`config.mk`:
```
export PLATFORM = sky130hd
export DESIGN_NAME = elastic_pipeline_flat
export DESIGN_NICKNAME = d
export VERILOG_FILES = /design/src/rtl/elastic_pipeline_pkg.sv /design/src/rtl/elastic_pipeline_if.sv /design/src/rtl/elastic_pipeline_pipe_stage.sv /design/src/rtl/elastic_pipeline.sv /design/src/flat_wrapper.sv
export SDC_FILE = /design/constraint.sdc
export NUM_CORES = 1
export LEC_CHECK = 0
export ABC_AREA = 1
export BUFFER_PORTS_ARGS = -buffer_cell sky130_fd_sc_hd__buf_2
export CORE_AREA = 8 8 53 87
export CTS_BUF_LIST = sky130_fd_sc_hd__clkbuf_16
export CTS_CLUSTER_DIAMETER = 100
export DETAILED_ROUTE_END_ITERATION = 8
export DIE_AREA = 0 0 61 95
export GPL_TIMING_DRIVEN = 0
export PLACE_DENSITY = 0.8
export SLEW_MARGIN = 20
export SYNTH_ARGS = -nofsm -noshare
export SYNTH_HDL_FRONTEND = slang
export SYNTH_SLANG_ARGS = --single-unit
export TNS_END_PERCENT = 5
```
`constraint.sdc`:
```
create_clock -name clk_i -period 4.64 [get_ports clk_i]
set_input_delay 0 -clock clk_i [delete_from_list [all_inputs] [get_ports clk_i]]
set_output_delay 0 -clock clk_i [all_outputs]
set_load 0.1 [all_outputs]
```
`src/rtl/elastic_pipeline_pkg.sv`:
```
// Shared constants and helpers for the elastic +INCR pipeline.
package elastic_pipeline_pkg;

  localparam int DEF_WIDTH      = 5;
  localparam int DEF_NUM_STAGES = 5;
  localparam int DEF_INCR       = 1;

  // Stage contents at the default width; stages build the same layout at their own WIDTH.
  typedef struct packed {
    logic                 valid;
    logic                 wrap;
    logic [DEF_WIDTH-1:0] data;
  } stage_t;

  function automatic int occ_width(input int num_stages);
    return $clog2(num_stages + 1);
  endfunction

endpackage

```
`src/rtl/elastic_pipeline_if.sv`:
```
// Upstream and downstream valid/ready channels of the elastic pipeline.
// A transfer happens on a channel in any cycle where valid && rdy; valid never looks at rdy.
interface elastic_pipeline_if
  import elastic_pipeline_pkg::*;
#(
  parameter int WIDTH = DEF_WIDTH
);

  logic [WIDTH-1:0] input_val;
  logic             input_valid;
  logic             input_rdy;
  logic [WIDTH-1:0] output_val;
  logic             output_wrap;
  logic             output_valid;
  logic             output_rdy;

  modport master (
    output input_val, input_valid, output_rdy,
    input  input_rdy, output_val, output_wrap, output_valid
  );

  modport slave (
    input  input_val, input_valid, output_rdy,
    output input_rdy, output_val, output_wrap, output_valid
  );

endinterface

```
`src/rtl/elastic_pipeline_pipe_stage.sv`:
```
// One register stage: holds valid/wrap/data and adds INCR to whatever it loads.
module elastic_pipeline_pipe_stage
  import elastic_pipeline_pkg::*;
#(
  parameter int               WIDTH = DEF_WIDTH,
  parameter logic [WIDTH-1:0] INCR  = WIDTH'(DEF_INCR)
) (
  input  logic             clk_i,
  input  logic             reset_ni,
  input  logic             flush_i,
  input  logic             load,
  input  logic             prev_valid,
  input  logic             prev_wrap,
  input  logic [WIDTH-1:0] prev_data,
  output logic             valid,
  output logic             wrap,
  output logic [WIDTH-1:0] data
);

  typedef struct packed {
    logic             valid;
    logic             wrap;
    logic [WIDTH-1:0] data;
  } stage_reg_t;

  stage_reg_t     q;
  logic [WIDTH:0] sum;

  assign sum = {1'b0, prev_data} + {1'b0, INCR};

  // Payload only moves with a real item, so bubbles never disturb the held data.
  always_ff @(posedge clk_i or negedge reset_ni) begin
    if (!reset_ni) begin
      q <= '0;
    end else if (flush_i) begin
      q.valid <= 1'b0;
    end else if (load) begin
      q.valid <= prev_valid;
      if (prev_valid) begin
        q.wrap <= prev_wrap | sum[WIDTH];
        q.data <= sum[WIDTH-1:0];
      end
    end
  end

  assign valid = q.valid;
  assign wrap  = q.wrap;
  assign data  = q.data;

endmodule

```
`src/rtl/elastic_pipeline.sv`:
```
// NUM_STAGES-deep valid/ready pipeline adding INCR per stage, with bubble collapsing,
// synchronous flush and a live occupancy count.
module elastic_pipeline
  import elastic_pipeline_pkg::*;
#(
  parameter int  WIDTH      = DEF_WIDTH,
  parameter int  NUM_STAGES = DEF_NUM_STAGES,
  parameter int  INCR       = DEF_INCR,
  localparam int OCC_W      = occ_width(NUM_STAGES)
) (
  input  logic               clk_i,
  input  logic               reset_ni,
  input  logic               flush_i,
  output logic [OCC_W-1:0]   occupancy_o,
  elastic_pipeline_if.slave  bus
);

  localparam logic [WIDTH-1:0] INCR_W = WIDTH'(INCR);

  logic [NUM_STAGES-1:0] v;
  logic [NUM_STAGES-1:0] w;
  logic [NUM_STAGES-1:0] adv;
  logic [WIDTH-1:0]      d [NUM_STAGES];
  logic                  push;

  // A stage may advance if the one ahead advances or it is itself a bubble.
  always_comb begin
    logic chain;
    adv   = '0;
    chain = bus.output_rdy;
    for (int i = NUM_STAGES - 1; i >= 0; i--) begin
      chain  = chain || !v[i];
      adv[i] = chain;
    end
  end

  assign bus.input_rdy = adv[0] && !flush_i;
  assign push          = bus.input_valid && bus.input_rdy;

  for (genvar i = 0; i < NUM_STAGES; i++) begin : g_stage
    logic             pv;
    logic             pw;
    logic [WIDTH-1:0] pd;

    if (i == 0) begin : g_head
      assign pv = push;
      assign pw = 1'b0;
      assign pd = bus.input_val;
    end else begin : g_body
      assign pv = v[i-1];
      assign pw = w[i-1];
      assign pd = d[i-1];
    end

    elastic_pipeline_pipe_stage #(
      .WIDTH (WIDTH),
      .INCR  (INCR_W)
    ) u_stage (
      .clk_i      (clk_i),
      .reset_ni   (reset_ni),
      .flush_i    (flush_i),
      .load       (adv[i]),
      .prev_valid (pv),
      .prev_wrap  (pw),
      .prev_data  (pd),
      .valid      (v[i]),
      .wrap       (w[i]),
      .data       (d[i])
    );
  end

  assign bus.output_valid = v[NUM_STAGES-1];
  assign bus.output_wrap  = w[NUM_STAGES-1];
  assign bus.output_val   = d[NUM_STAGES-1];

  always_comb begin
    occupancy_o = '0;
    for (int i = 0; i < NUM_STAGES; i++) begin
      occupancy_o = occupancy_o + OCC_W'(v[i]);
    end
  end

endmodule
```
`src/flat_wrapper.sv`:
```
// flat-port wrapper written by rule: the top's interface ports become plain ports
module elastic_pipeline_flat import elastic_pipeline_pkg::*;
#(
  parameter int  WIDTH      = DEF_WIDTH,
  parameter int  NUM_STAGES = DEF_NUM_STAGES,
  parameter int  INCR       = DEF_INCR,
  localparam int OCC_W      = occ_width(NUM_STAGES)
)
  (clk_i, reset_ni, flush_i, occupancy_o, bus_input_val, bus_input_valid, bus_output_rdy, bus_input_rdy, bus_output_val, bus_output_wrap, bus_output_valid);
  elastic_pipeline_if #(.WIDTH(WIDTH)) bus_i ();
  input  logic clk_i;
  input  logic reset_ni;
  input  logic flush_i;
  output logic [OCC_W-1:0] occupancy_o;
  input wire logic [$bits(bus_i.input_val)-1:0] bus_input_val;
  input wire logic [$bits(bus_i.input_valid)-1:0] bus_input_valid;
  input wire logic [$bits(bus_i.output_rdy)-1:0] bus_output_rdy;
  output wire logic [$bits(bus_i.input_rdy)-1:0] bus_input_rdy;
  output wire logic [$bits(bus_i.output_val)-1:0] bus_output_val;
  output wire logic [$bits(bus_i.output_wrap)-1:0] bus_output_wrap;
  output wire logic [$bits(bus_i.output_valid)-1:0] bus_output_valid;
  assign bus_i.input_val = bus_input_val;
  assign bus_i.input_valid = bus_input_valid;
  assign bus_i.output_rdy = bus_output_rdy;
  assign bus_input_rdy = bus_i.input_rdy;
  assign bus_output_val = bus_i.output_val;
  assign bus_output_wrap = bus_i.output_wrap;
  assign bus_output_valid = bus_i.output_valid;
  elastic_pipeline #(.WIDTH(WIDTH), .NUM_STAGES(NUM_STAGES), .INCR(INCR)) u_core (.clk_i(clk_i), .reset_ni(reset_ni), .flush_i(flush_i), .occupancy_o(occupancy_o), .bus(bus_i));
endmodule
```
**Word level (Yosys, flattened, before mapping)**

Cells that the tools add are included.

- Register bits: 35
- Bits in writable memories: 0
- Word-level logic and storage cells: 67
- Bits of input ports: 10
- Memories: 0
- Bits in read-only memories: 0
- Latch bits: 0

- Reduce and logical (&&, ||, !) cells: 23
- $mul: 0
- Eq/ne operators: 0
- Muxes and demuxes: 15
- Bitwise gates (word level): 5
- Magnitude comparators: 0
- Div/mod/pow operators: 0
- $add $sub $neg: 9
- Shift operators: 0

Operators by type and width:

| operator | number |
|---|---|
| 7-bit two-way mux | 5 |
| 5-bit by 1-bit adder with 6-bit output, second input constant | 5 |
| 6-bit two-way mux | 5 |
| 3-bit AND reduction | 5 |
| 2-bit nonzero test | 5 |
| 3-bit by 1-bit adder with 3-bit output | 3 |
| 1-bit logical NOT | 6 |
| 1-bit logical OR | 5 |
| 1-bit two-way mux | 5 |
| 1-bit OR | 4 |
| 1-bit by 1-bit adder with 2-bit output | 1 |
| 1-bit logical AND | 2 |
| 1-bit NOT | 1 |

**Longest topological paths before layout**

- Depth after elaboration: 11
- Mapped depth: 8
- Gate-level depth less buffers: 7

**By module**

A second synthesis with hierarchy kept.

- Cell total of the unflattened synthesis: 234
- Area total of the unflattened synthesis: 1965.6 um^2

Modules (own cells, without submodules):

| module | seq. area each (um^2) | cells an instance | area each (um^2) | times used |
|---|---|---|---|---|
| elastic_pipeline_pipe_stage | 175.2 | 43 | 366.6 | 5 |
| elastic_pipeline | 0.0 | 19 | 132.6 | 1 |

**Worst setup path before layout**

No wires, ideal clock.

- Kind: reg2out
- From: register, netlist name u_core.g_stage[4].u_stage.valid
- To: output port occupancy_o[1]
- Cell stages (with the launch flop): 6
- Data required time: 4.640 ns
- Data arrival time: 3.014 ns
- Slack: 1.626 ns
- Cells stage by stage: dfrtp_1 -> inv_1 -> fa_1 -> inv_1 -> ha_1 -> fa_1

- Word-level cells in the longest chain between the ends: 1

RTL lines:

| element | line | source |
|---|---|---|
| 3-bit by 1-bit adder with 3-bit output | elastic_pipeline.sv:79 | `occupancy_o = occupancy_o + OCC_W'(v[i]);` |
| end: declaration | flat_wrapper.sv:14 | `output logic [OCC_W-1:0] occupancy_o;` |

No other way between the ends.

**Worst setup path in the final report**

- From: register, netlist name u_core.g_stage[1].u_stage.valid
- To: output port occupancy_o[1]

- Word-level cells in the longest chain between the ends: 4

RTL lines:

| element | line |
|---|---|
| 1-bit by 1-bit adder with 2-bit output | elastic_pipeline.sv:79 |
| 3-bit by 1-bit adder with 3-bit output (3 in series) | elastic_pipeline.sv:79 |

No other way between the ends.

==> flow_summary.yaml <==
setup_path:
  reg2reg_slack_ns: 3.39
  critPathMaxStageDelay_ns: 0.47
  startpoint_type: "flip-flop"
  crit_family: "adder cells"
  reg2reg_depth: 7
  path_cells: "ha_1, inv_1, fa_1, inv_1, ha_1, fa_1, buf_2"
  slowest_stage: "fa_1"
  crit_path_end_kind: "primary output"
  arrival_ns: 2.67
  path_depth: 7
  cp.required_ns: 4.64
  worstSetupPathType: "flip-flop to primary output"
  cp_max_fo: 5
  path_buf_inv: 3
synthesis:
  yosys_warnings: 0
  synthCells: 195
  synth_enable_flop_cells: 0
  synth_seq_cells: 35
  syn-num-nets: 214
  avgSynthCellArea_um2: 9.17
  syn-cell-area_um2: 1790
  ys.flop_type: "dfrtp_1"
  ys_seq_area_share_pct: 49.0
  synth.distinct_cells: 26
  async_reset_ff_share_pct: 100
route:
  vias_per_cell: 5.22
  routed-via-count: 1403
  wl_um: 3440
  drc: 0
  drt-initial-drc-count: 73
  drt_first_pass_iters: 4
  ant_nets: 0
  wire_per_inst_um: 12.8
pwr:
  p_total_mw: 1.03
  irDropWorstVdd_mv: 0.297
  power_density_nw_per_um2: 492
  leakage_nw: 1.06
die:
  num_rows: 28
  core-area_um2: 3400
  io_pins: 21
  dieWidth_um: 61
  die-area_um2: 5800
  die_y_um: 95
  initial_utilization_pct: 52.6
hold_path:
  whs_path_depth: 4
  hold_path.class: "input pin to flip-flop"
place:
  place_area_um2: 1940
  port_buffers: 19
  place_hpwl_um: 2560
  place_congestion: 0.750
sta:
  rsz0062_at_grt: "false"
  relSlewSlack_pct: 49.7
  fmaxAchievable_ghz: 0.375
  hold_viol: 0
  drv_slew: 0
  clock_skew_ns: 0.00354
  tightestPinTransition_ns: 0.755
  period_minus_slack_ns: 2.67
  setup_viol: 0
  fin_crit_sh_pct: 57.4
  fin_setup_tns_ns: 0
clock_network:
  cts-htree-levels: 2
  ctsLongestPathBuffers: 2
  ctsResizeCount: 0
  clkTransAtPathRegs_ns: 0.05
  cts_buffers: 5
  cts_sinks: 35
  ctsRootBufferMaster: "clkbuf_16"
  clk_latency_ns: 0.28
  cts_tree: "done"
run_status:
  status: "complete, no violations"
cells_and_area:
  multiInputGateArea_um2: 801
  layout.nets: 242
  fin_util_pct: 61.7
  seqCellArea_um2: 876
  drive_above_1_share_pct: 18.3
  diodes: 0
  nFillCells: 293
  syn2layout_area_growth_pct: 17.3
  fin_area_um2: 2100
job:
  max-cap-violations: 0
global_route:
  grt_pass1_wl_um: 6310
  grt_max_degree: 36
  grt_use_total_pct: 14.6
  overflow: 0
  antenna_found_initial: 0
  grt_pass1_vias: 1495
-- cells in the final DEF (no fill, tap or decap), types with 2 or more instances in the layout --
master	instances
a21oi_1	6
inv_1	20
xor2_1	7
o21ai_1	2
xnor2_1	4
ha_1	7
buf_2	20
nand3_2	2
dfrtp_1	35
nand2_2	3
fa_1	2
o21ai_2	4
clkbuf_16	5
dlygate4sd3_1	2
nand3_1	14
nor2_1	9
nand4_1	8
nand2_1	47
o21ai_0	17
-- cells in the mapped netlist, types with 3 or more instances --
| master | instances | area share [%] |
|---|---|---|
| inv_1 | 18 | 3.8 |
| nand4_1 | 8 | 2.8 |
| o21ai_0 | 17 | 4.8 |
| a21oi_1 | 6 | 1.7 |
| nand3_1 | 14 | 3.9 |
| nand2_2 | 3 | 1.0 |
| ha_1 | 7 | 4.9 |
| o21ai_2 | 4 | 2.0 |
| nor2_1 | 9 | 1.9 |
| dfrtp_1 | 35 | 49 |
| nand2_1 | 47 | 9.9 |
| xor2_1 | 7 | 3.4 |
| xnor2_1 | 4 | 2.0 |
-- area by class of cell --
class | count | area share, %
flip-flops and latches | 35 | 41.8
plain buffers | 4 | 1.79
inverters | 19 | 3.52
well taps | 45 | 2.68
clock buffers | 5 | 5.97
clock inverters | 3 | 0.597
multi-input cells | 137 | 38.2
repair buffers | 21 | 5.49
-- state kept, by name, indices dropped and copies added (netlist names) --
register / count
u_core.g_stage.u_stage.data: 25
u_core.g_stage.u_stage.wrap: 5
u_core.g_stage.u_stage.valid: 5
-- what timing repair did --
action	4_1_cts	5_1_grt
hold endpoints to repair	39	0
hold buffers	2	0
buffers inserted	0	0
-- stage by stage --
stage                     cells  setup slack [ns]  hold slack (ns)
final                       269              1.97           0.0339
after global routing        269              1.88           0.0814
after CTS                   269              1.96           0.0342
after detailed placement    259              2.26            0.117
after global placement      259              2.28            0.113
after floorplan             195              1.63           -0.296
-- logic make-up (layout without fill, tap and decap cells) --
group / after synthesis / in the layout / synth area share [%]
flip-flops: 35 / 35 / 49.0
AO/OA/AOI/OAI: 30 / 30 / 9.31
AND/OR/NAND/NOR: 87 / 87 / 23.0
adder cells (fa/ha/maj): 9 / 9 / 7.14
buffers and inverters: 23 / 52 / 6.23
XOR/XNOR: 11 / 11 / 5.39
-- worst min-delay path, delay by kind of cell --
| family | cells | cell delay [ns] |
|---|---|---|
| buffers and inverters | 2 | 0.15 |
| and+or+nand+nor | 2 | 0.13 |
-- report_power, final --
part / internal [mW] / switching, mW
Sequential: 0.371 / 0.0600
Combinational: 0.0796 / 0.214
Clock: 0.193 / 0.114
Total: 0.644 / 0.388
-- path summary, 6_finish.rpt --
kind                                            startpoint                           endpoint
setup / recovery           u_core.g_stage[1].u_stage.valid                     occupancy_o[1]
hold / removal                            bus_input_val[0]  u_core.g_stage[0].u_stage.data[0]
setup reg to reg           u_core.g_stage[4].u_stage.valid  u_core.g_stage[2].u_stage.data[3]
hold reg to reg             u_core.g_stage[0].u_stage.wrap     u_core.g_stage[0].u_stage.wrap
max in group asynchronous                         reset_ni  u_core.g_stage[2].u_stage.data[0]
min in group asynchronous                         reset_ni    u_core.g_stage[3].u_stage.valid
-- metal layers --
layer	share of wire [%]	vias up	GRT usage, %
met5	0	-	0
met4	2.8	0	7.83
met3	4.2	11	3.81
met2	57	30	27.7
met1	36	668	13.0
li1	-	694	-
Note: power is estimated with default switching activity, not from simulation.
